--- src/rtl/pdm_pkg.sv ---
// -----------------------------------------------------------------------------
// pdm_pkg
// Shared definitions for the PDM capture sequencer:
//   pdm_state_e    - capture FSM states, encoding visible on the state output
//   STARTUP_EDGES  - pdm_clk rising edges the microphone gets before the CIC
//                    is released from reset
//   DEF_*          - default widths/depths used by the top and the FIFO
// -----------------------------------------------------------------------------
package pdm_pkg;

   typedef enum logic [1:0] {
      ST_IDLE    = 2'd0,
      ST_STARTUP = 2'd1,
      ST_SETTLE  = 2'd2,
      ST_RUN     = 2'd3
   } pdm_state_e;

   localparam int STARTUP_EDGES = 4;

   localparam int DEF_DEPTH    = 8;
   localparam int DEF_SAMPLE_W = 16;
   localparam int DEF_DIV_W    = 8;
   localparam int DEF_SETTLE_W = 8;

endpackage

--- src/rtl/pdm_sample_fifo.sv ---
// -----------------------------------------------------------------------------
// pdm_sample_fifo
// Synchronous FIFO holding decimated PCM samples.
//   clk, rst   : clock, synchronous active-high reset
//   flush_i    : empties the FIFO (count and pointers to 0)
//   push_i     : write data_i; ignored when full unless pop_i is also set
//   pop_i      : advance the head; ignored when empty
//   data_i     : sample to write
//   data_o     : raw head entry (only meaningful when not empty)
//   count_o    : occupancy 0..DEPTH
//   full_o     : count_o == DEPTH
//   empty_o    : count_o == 0
// -----------------------------------------------------------------------------
module pdm_sample_fifo
   import pdm_pkg::*;
#(
   parameter int DEPTH = DEF_DEPTH,
   parameter int W     = DEF_SAMPLE_W,
   localparam int AW   = (DEPTH > 1) ? $clog2(DEPTH) : 1,
   localparam int CW   = AW + 1
) (
   input  logic          clk,
   input  logic          rst,
   input  logic          flush_i,
   input  logic          push_i,
   input  logic          pop_i,
   input  logic [W-1:0]  data_i,
   output logic [W-1:0]  data_o,
   output logic [CW-1:0] count_o,
   output logic          full_o,
   output logic          empty_o
);

   logic [W-1:0]  mem_q [DEPTH];
   logic [AW-1:0] wr_ptr_q, wr_ptr_d;
   logic [AW-1:0] rd_ptr_q, rd_ptr_d;
   logic [CW-1:0] count_q, count_d;
   logic          do_push;
   logic          do_pop;

   assign full_o  = (count_q == CW'(DEPTH));
   assign empty_o = (count_q == '0);

   // A push into a full FIFO is accepted only when a pop frees a slot in the
   // same cycle. A pop on an empty FIFO is dropped even if a push arrives,
   // so the pushed sample survives.
   assign do_push = push_i && (!full_o || pop_i);
   assign do_pop  = pop_i && !empty_o;

   always_comb begin
      wr_ptr_d = wr_ptr_q;
      rd_ptr_d = rd_ptr_q;
      count_d  = count_q;
      if (flush_i) begin
         wr_ptr_d = '0;
         rd_ptr_d = '0;
         count_d  = '0;
      end else begin
         // Pointers wrap naturally because DEPTH is a power of two.
         if (do_push) wr_ptr_d = wr_ptr_q + AW'(1);
         if (do_pop)  rd_ptr_d = rd_ptr_q + AW'(1);
         case ({do_push, do_pop})
            2'b10:   count_d = count_q + CW'(1);
            2'b01:   count_d = count_q - CW'(1);
            default: count_d = count_q;
         endcase
      end
   end

   always_ff @(posedge clk) begin
      if (rst) begin
         wr_ptr_q <= '0;
         rd_ptr_q <= '0;
         count_q  <= '0;
      end else begin
         wr_ptr_q <= wr_ptr_d;
         rd_ptr_q <= rd_ptr_d;
         count_q  <= count_d;
      end
   end

   // Storage carries no reset; occupancy alone decides what is valid.
   always_ff @(posedge clk) begin
      if (do_push && !flush_i) begin
         mem_q[wr_ptr_q] <= data_i;
      end
   end

   assign data_o  = mem_q[rd_ptr_q];
   assign count_o = count_q;

endmodule

--- src/rtl/pdm_capture_ctrl.sv ---
// -----------------------------------------------------------------------------
// pdm_capture_ctrl
// Capture sequencer for the PDM microphone: generates the gated PDM bit
// clock, holds the CIC in reset during mic startup, discards settling
// samples, buffers PCM samples in a FIFO and raises a level/overflow irq.
//   clk, rst       : system clock, synchronous active-high reset
//   cfg_enable     : capture enable
//   cfg_clk_div    : PDM clock period in clk cycles (< 2 is invalid)
//   cfg_settle     : PCM samples discarded after startup
//   cfg_irq_level  : FIFO fill threshold for irq, 0 disables the level term
//   pdm_clk        : registered PDM bit clock
//   cic_rst        : active-high reset to the CIC datapath
//   pcm_in/valid   : CIC output sample and its one-cycle strobe
//   rd_en          : pop one sample
//   rd_data        : FIFO head, 0 when empty
//   fifo_count     : occupancy 0..DEPTH
//   overflow       : sticky drop flag, cleared by ovf_clr (set wins)
//   state          : FSM state (0 IDLE, 1 STARTUP, 2 SETTLE, 3 RUN)
//   irq            : registered interrupt request
// -----------------------------------------------------------------------------
module pdm_capture_ctrl
   import pdm_pkg::*;
#(
   parameter int DEPTH    = DEF_DEPTH,
   parameter int SAMPLE_W = DEF_SAMPLE_W,
   parameter int DIV_W    = DEF_DIV_W,
   parameter int SETTLE_W = DEF_SETTLE_W
) (
   input  logic                clk,
   input  logic                rst,
   input  logic                cfg_enable,
   input  logic [DIV_W-1:0]    cfg_clk_div,
   input  logic [SETTLE_W-1:0] cfg_settle,
   input  logic [4:0]          cfg_irq_level,
   output logic                pdm_clk,
   output logic                cic_rst,
   input  logic [SAMPLE_W-1:0] pcm_in,
   input  logic                pcm_valid,
   input  logic                rd_en,
   output logic [SAMPLE_W-1:0] rd_data,
   output logic [4:0]          fifo_count,
   output logic                overflow,
   input  logic                ovf_clr,
   output logic [1:0]          state,
   output logic                irq
);

   localparam int AW  = (DEPTH > 1) ? $clog2(DEPTH) : 1;
   localparam int CW  = AW + 1;
   localparam int SCW = SETTLE_W + 1;

   pdm_state_e          state_q, state_d;
   logic [DIV_W-1:0]    phase_q, phase_d;
   logic [DIV_W-1:0]    div_q, div_d;
   logic                pdm_clk_q, pdm_clk_d;
   logic [2:0]          edge_cnt_q, edge_cnt_d;
   logic [SETTLE_W-1:0] settle_cnt_q, settle_cnt_d;
   logic                ovf_q, ovf_d;
   logic                irq_q, irq_d;

   logic                div_valid;
   logic                go_idle;
   logic                phase_wrap;
   logic                pdm_rise;
   logic [SCW-1:0]      settle_next;
   logic                flush;
   logic                push;
   logic                drop;

   logic [SAMPLE_W-1:0] fifo_head;
   logic [CW-1:0]       fifo_cnt;
   logic                fifo_full;
   logic                fifo_empty;
   logic [4:0]          count_ext;

   assign div_valid  = (cfg_clk_div >= DIV_W'(2));
   assign go_idle    = !cfg_enable || !div_valid;
   assign phase_wrap = (phase_q == div_q - DIV_W'(1));

   // ---------------------------------------------------------------------------
   // Divider. div_q is the divisor in force; it only reloads from cfg_clk_div
   // in IDLE or at a phase wrap, so a period is never cut short mid-cycle.
   // The clock is computed from state_q so the first high edge lands one
   // cycle after STARTUP is entered; go_idle forces it low on the way out.
   // ---------------------------------------------------------------------------
   always_comb begin
      phase_d   = '0;
      pdm_clk_d = 1'b0;
      div_d     = div_q;
      if (state_q == ST_IDLE) begin
         div_d = cfg_clk_div;
      end else if (!go_idle) begin
         pdm_clk_d = (phase_q < (div_q >> 1));
         if (phase_wrap) begin
            phase_d = '0;
            div_d   = cfg_clk_div;
         end else begin
            phase_d = phase_q + DIV_W'(1);
         end
      end
   end

   assign pdm_rise = pdm_clk_d && !pdm_clk_q;

   // ---------------------------------------------------------------------------
   // Capture FSM, next state.
   // ---------------------------------------------------------------------------
   assign settle_next = {1'b0, settle_cnt_q} + SCW'(1);

   always_comb begin
      state_d      = state_q;
      flush        = 1'b0;
      edge_cnt_d   = edge_cnt_q;
      settle_cnt_d = settle_cnt_q;
      if (go_idle) begin
         state_d      = ST_IDLE;
         edge_cnt_d   = '0;
         settle_cnt_d = '0;
      end else begin
         case (state_q)
            ST_IDLE: begin
               state_d      = ST_STARTUP;
               flush        = 1'b1;
               edge_cnt_d   = '0;
               settle_cnt_d = '0;
            end
            ST_STARTUP: begin
               if (pdm_rise) begin
                  if (edge_cnt_q == 3'(STARTUP_EDGES - 1)) begin
                     state_d = (cfg_settle == '0) ? ST_RUN : ST_SETTLE;
                  end else begin
                     edge_cnt_d = edge_cnt_q + 3'd1;
                  end
               end
            end
            ST_SETTLE: begin
               // The strobe that completes the count is itself discarded.
               if (pcm_valid) begin
                  if (settle_next >= {1'b0, cfg_settle}) begin
                     state_d = ST_RUN;
                  end else begin
                     settle_cnt_d = settle_next[SETTLE_W-1:0];
                  end
               end
            end
            ST_RUN: begin
               state_d = ST_RUN;
            end
            default: begin
               state_d = ST_IDLE;
            end
         endcase
      end
   end

   // ---------------------------------------------------------------------------
   // FIFO, overflow and irq.
   // ---------------------------------------------------------------------------
   assign push = (state_q == ST_RUN) && pcm_valid;
   assign drop = push && fifo_full && !rd_en;

   pdm_sample_fifo #(
      .DEPTH (DEPTH),
      .W     (SAMPLE_W)
   ) u_fifo (
      .clk     (clk),
      .rst     (rst),
      .flush_i (flush),
      .push_i  (push),
      .pop_i   (rd_en),
      .data_i  (pcm_in),
      .data_o  (fifo_head),
      .count_o (fifo_cnt),
      .full_o  (fifo_full),
      .empty_o (fifo_empty)
   );

   assign count_ext = 5'(fifo_cnt);

   always_comb begin
      ovf_d = ovf_q;
      if (drop) begin
         ovf_d = 1'b1;
      end else if (ovf_clr) begin
         ovf_d = 1'b0;
      end
   end

   // Built from registered count/overflow, so irq trails them by one cycle.
   // A threshold above DEPTH can never be reached by the count.
   always_comb begin
      irq_d = ovf_q;
      if ((cfg_irq_level != 5'd0) && (count_ext >= cfg_irq_level)) begin
         irq_d = 1'b1;
      end
   end

   // ---------------------------------------------------------------------------
   // Registers.
   // ---------------------------------------------------------------------------
   always_ff @(posedge clk) begin
      if (rst) begin
         state_q      <= ST_IDLE;
         phase_q      <= '0;
         div_q        <= '0;
         pdm_clk_q    <= 1'b0;
         edge_cnt_q   <= '0;
         settle_cnt_q <= '0;
         ovf_q        <= 1'b0;
         irq_q        <= 1'b0;
      end else begin
         state_q      <= state_d;
         phase_q      <= phase_d;
         div_q        <= div_d;
         pdm_clk_q    <= pdm_clk_d;
         edge_cnt_q   <= edge_cnt_d;
         settle_cnt_q <= settle_cnt_d;
         ovf_q        <= ovf_d;
         irq_q        <= irq_d;
      end
   end

   assign pdm_clk    = pdm_clk_q;
   assign cic_rst    = (state_q == ST_IDLE) || (state_q == ST_STARTUP);
   assign rd_data    = fifo_empty ? '0 : fifo_head;
   assign fifo_count = count_ext;
   assign overflow   = ovf_q;
   assign state      = state_q;
   assign irq        = irq_q;

endmodule

--- config.mk ---
export PLATFORM = sky130hd
export DESIGN_NAME = pdm_capture_ctrl
export DESIGN_NICKNAME = d
export VERILOG_FILES = /design/src/rtl/pdm_pkg.sv /design/src/rtl/pdm_sample_fifo.sv /design/src/rtl/pdm_capture_ctrl.sv
export SDC_FILE = /design/constraint.sdc
export NUM_CORES = 1
export LEC_CHECK = 0
export ABC_AREA = 1
export BUFFER_PORTS_ARGS = -buffer_cell sky130_fd_sc_hd__buf_2
export CAP_MARGIN = 20
export CORE_UTILIZATION = 50
export CTS_BUF_LIST = sky130_fd_sc_hd__clkbuf_16
export DETAILED_ROUTE_END_ITERATION = 7
export PLACE_DENSITY_LB_ADDON = 0.2
export SYNTH_ARGS = -nofsm -noshare
export SYNTH_HDL_FRONTEND = slang
export SYNTH_SLANG_ARGS = --single-unit
--- constraint.sdc ---
create_clock -name clk -period 2.6 [get_ports clk]
set_clock_uncertainty 0.1 [all_clocks]
set_input_delay 0 -clock clk [delete_from_list [all_inputs] [get_ports clk]]
set_output_delay 0 -clock clk [all_outputs]
set_load 0.05 [all_outputs]
==> results.md <==
- Max Clock Freq: 396 MHz
- Status: complete, no violations
- Fin crit period: 2.53 ns
- Slew Viols, Final: 0
- Count of final setup violators: 0
- Crit. End Element: flip-flop
- Post-synth EDFFs: around 130
- Port bufs: 68
- WP data arrival: 2.78 ns
- Register area share after synthesis: 59.7%
- HPWL after DPL: 11.4 mm
- Slew headroom: 59.8%
- Syn avg cell area: 9.74 sq um
- Vias in the first global route: roughly 6,200
- Pwr per Cell Area: 605 mW/mm^2
- Post-synth top area share: 48.4%
- Share of synthesized registers carrying an async set or reset: 0%
- Global-route wire length before repair: 29.1 mm
- Area delta synth->final: 23.6%
- Top-count cell post-synth: nor2_1
- Die Width: 128 um
- Clock Tree Buf Depth: 2
- All-Layer GR Usage: 23.1%
- H-tree levels: 4
- Hold Crit Class: in2reg
- P_leak: approximately 0.0038 uW
- NumNets Final: 1,010
- Seq cells post-synth: 173
- Max-cap violations: 0
- Crit path kind: reg2reg
- Initial antenna violation count: 0
- Cell row count: 45
- GR peak layer: met2
- Max FO, Critical Path: 7
- Avg Vias per Cell: 5.38
- Fin crit share: 97.2%
- CP Data Required Time: 2.85 ns
- Cts bufs inserted: 17
- Initial Util: about half
- Largest net degree at the start of global routing: 65
- Post-route setup slack: 0.0720 ns
- Die Area: 0.0164 sq mm
- Dpl ws: -0.125 ns
- Core box area: 0.0154 sq mm
- Yosys Warn Count: 0
- DRT antenna net count: 0
- Vias: 6,256
- Root Driver: clkbuf_16
- Syn nets: 887
- GP Congestion: roughly 0.84
- Remaining Overflow, GRT: 0
- Mapped Cells: 815
- DRC viols: 0
- Fraction of layout cells with a size suffix above 1: between 10% and 20%
- Met3 usage: 4.34%
- Post-synth top cells: nor2_1 (170), edfxtp_1 (128), nand2_1 (84), o21ai_0 (74), inv_1 (69)
- Clock-pin slew on the worst setup and hold paths: 0.06 ns
- Final hold vios: 0
- Worst-margin pin slew: between 0.6 and 0.7 ns
- Total Power: around 6000 uW
- Starting DRT DRC Count: 406
- Netlist Area Pre-Place: between 0.007 and 0.008 sq mm
- Diode count: 0
- Die height: approximately 130 um
- Final wirelength: about 18 mm
- Unique cell type count in the Yosys netlist: 43
- Top FF cell, synth: edfxtp_1
- Hold slack: 0.0303 ns
- Area leader, netlist: edfxtp_1
- WL/cell: between 15 and 20 um
- Filler Cell Count: 1,184
- Insertion delay to the later sink of the worst-skew pair: between 0.4 and 0.5 ns
- Setup TNS: 0 ns
- GR Util met1: 27.5%
- # clock sinks: 173
- CTS tree: yes
- CP Launch Type: flip-flop
- Maximum VDD drop: 470 uV
- Io pins: 70
- Detailed Routing Iterations Pass 1: 4
- Top area cells in the synthesized netlist: edfxtp_1 (48%), dfxtp_1 (11%), nor2_1 (8.0%)
- M2 GR Usage: 41.1%
-- cells in the final DEF, fill, tap and decap left out, types with 3 or more instances in the layout --
| master | netlist | routed |
|---|---|---|
| nor2_1 | 170 | 161 |
| edfxtp_1 | 128 | 128 |
| nand2_1 | 84 | 79 |
| o21ai_0 | 74 | 74 |
| buf_2 | 1 | 68 |
| inv_1 | 69 | 67 |
| nand3_1 | 42 | 40 |
| dfxtp_1 | 45 | 37 |
| dlygate4sd3_1 | 0 | 37 |
| a21oi_1 | 30 | 26 |
| ha_1 | 28 | 23 |
| buf_4 | 1 | 23 |
| clkbuf_16 | 0 | 17 |
| o22ai_1 | 16 | 16 |
| a31oi_1 | 16 | 16 |
| o21ai_1 | 16 | 15 |
| nor2_2 | 4 | 11 |
| xor2_1 | 10 | 9 |
| nand4_1 | 8 | 8 |
| nand2_2 | 3 | 7 |
| inv_2 | 5 | 6 |
| dfxtp_2 | 0 | 6 |
| nor3_1 | 7 | 5 |
| clkinv_1 | 2 | 5 |
| ha_4 | 0 | 5 |
| nor2_4 | 2 | 4 |
| a21oi_2 | 0 | 4 |
| inv_6 | 0 | 4 |
| or2_2 | 3 | 3 |
| nand3_2 | 1 | 3 |
| xnor2_1 | 3 | 3 |
| o21a_1 | 3 | 3 |
| clkinv_4 | 0 | 3 |
-- cells by family after synthesis --
group / Yosys count / share of synthesized area [%]
compound gates: 161 / 10.9
xor+xnor: 13 / 1.43
fa+ha+maj: 29 / 4.66
buf+inv: 103 / 4.93
flops: 173 / 59.7
other cells: 1 / 0.0472
simple gates: 335 / 18.2
-- worst max-delay path: stages (launching register included) --
cell     delay, ns
dfxtp_4       0.37
ha_4          0.15
nand2_2       0.07
nor2_4        0.14
buf_4         0.13
xor2_1        0.14
inv_1         0.10
ha_4          0.24
a21o_1        0.18
nor2_2        0.12
nor2_4        0.06
nor2_4        0.12
nand4_4       0.16
nand2_4       0.15
nand2_1       0.07
a21oi_2       0.14
-- per-stage QoR --
stage	utilization (%)	std cells	area, sq um
after global placement	56.1	1085	8620
after CTS	62.4	1156	9600
final	63.9	1162	9820
after floorplan	-	815	7960
after detailed placement	56.1	1085	8620
after global routing	63.9	1162	9820
-- power breakdown --
group,switching (uW),internal [uW]
Sequential,19.6,2980
Combinational,254,171
Clock,1080,1430
Total,1360,4580
-- repair_timing --
| action | in CTS | in global routing |
|---|---|---|
| endpoints found under the hold margin | 146 | 0 |
| resized for setup | 1 | 40 |
| buffers inserted | 2 | 6 |
| setup endpoints to repair | 8 | 14 |
| hold buffers | 37 | 0 |
| pin swaps | 1 | 8 |
-- cell type report --
class / count / area, sq um / area share [%]
multi-input combinational: 539 / 2980 / 30.4
sequential: 173 / 4760 / 48.5
inverter: 76 / 289 / 2.94
clock inverter: 15 / 160 / 1.63
timing repair buffer: 131 / 935 / 9.52
tap: 211 / 264 / 2.69
clock buffer: 17 / 425 / 4.33
-- worst paths after layout --
kind                    startpoint              end  slack [ns]  depth (start not counted)
hold / removal    cfg_irq_level[3]              irq        0.03                          5
hold reg to reg           overflow              irq        0.38                          2
setup reg to reg   settle_cnt_q[0]  settle_cnt_q[6]        0.07                         15
setup / recovery   settle_cnt_q[0]  settle_cnt_q[6]        0.07                         15
-- routing by layer --
metal,vias to the layer above,routed length [um]
li1,3050,-
met1,2984,7560
met2,197,9430
met3,25,861
met4,0,261
met5,-,0
-- sequential cells by signal, indices dropped and copies added, names as in the netlist, named ones only --
name and flops:
u_fifo.mem_q 128, u_fifo.rd_ptr_q 3, u_fifo.wr_ptr_q 3, irq 1, overflow 1, settle_cnt_q 8, div_q 8, edge_cnt_q 3
pdm_clk 1, state 2, u_fifo.count_o 4, phase_q 8
(Power assumes the default switching activity.)
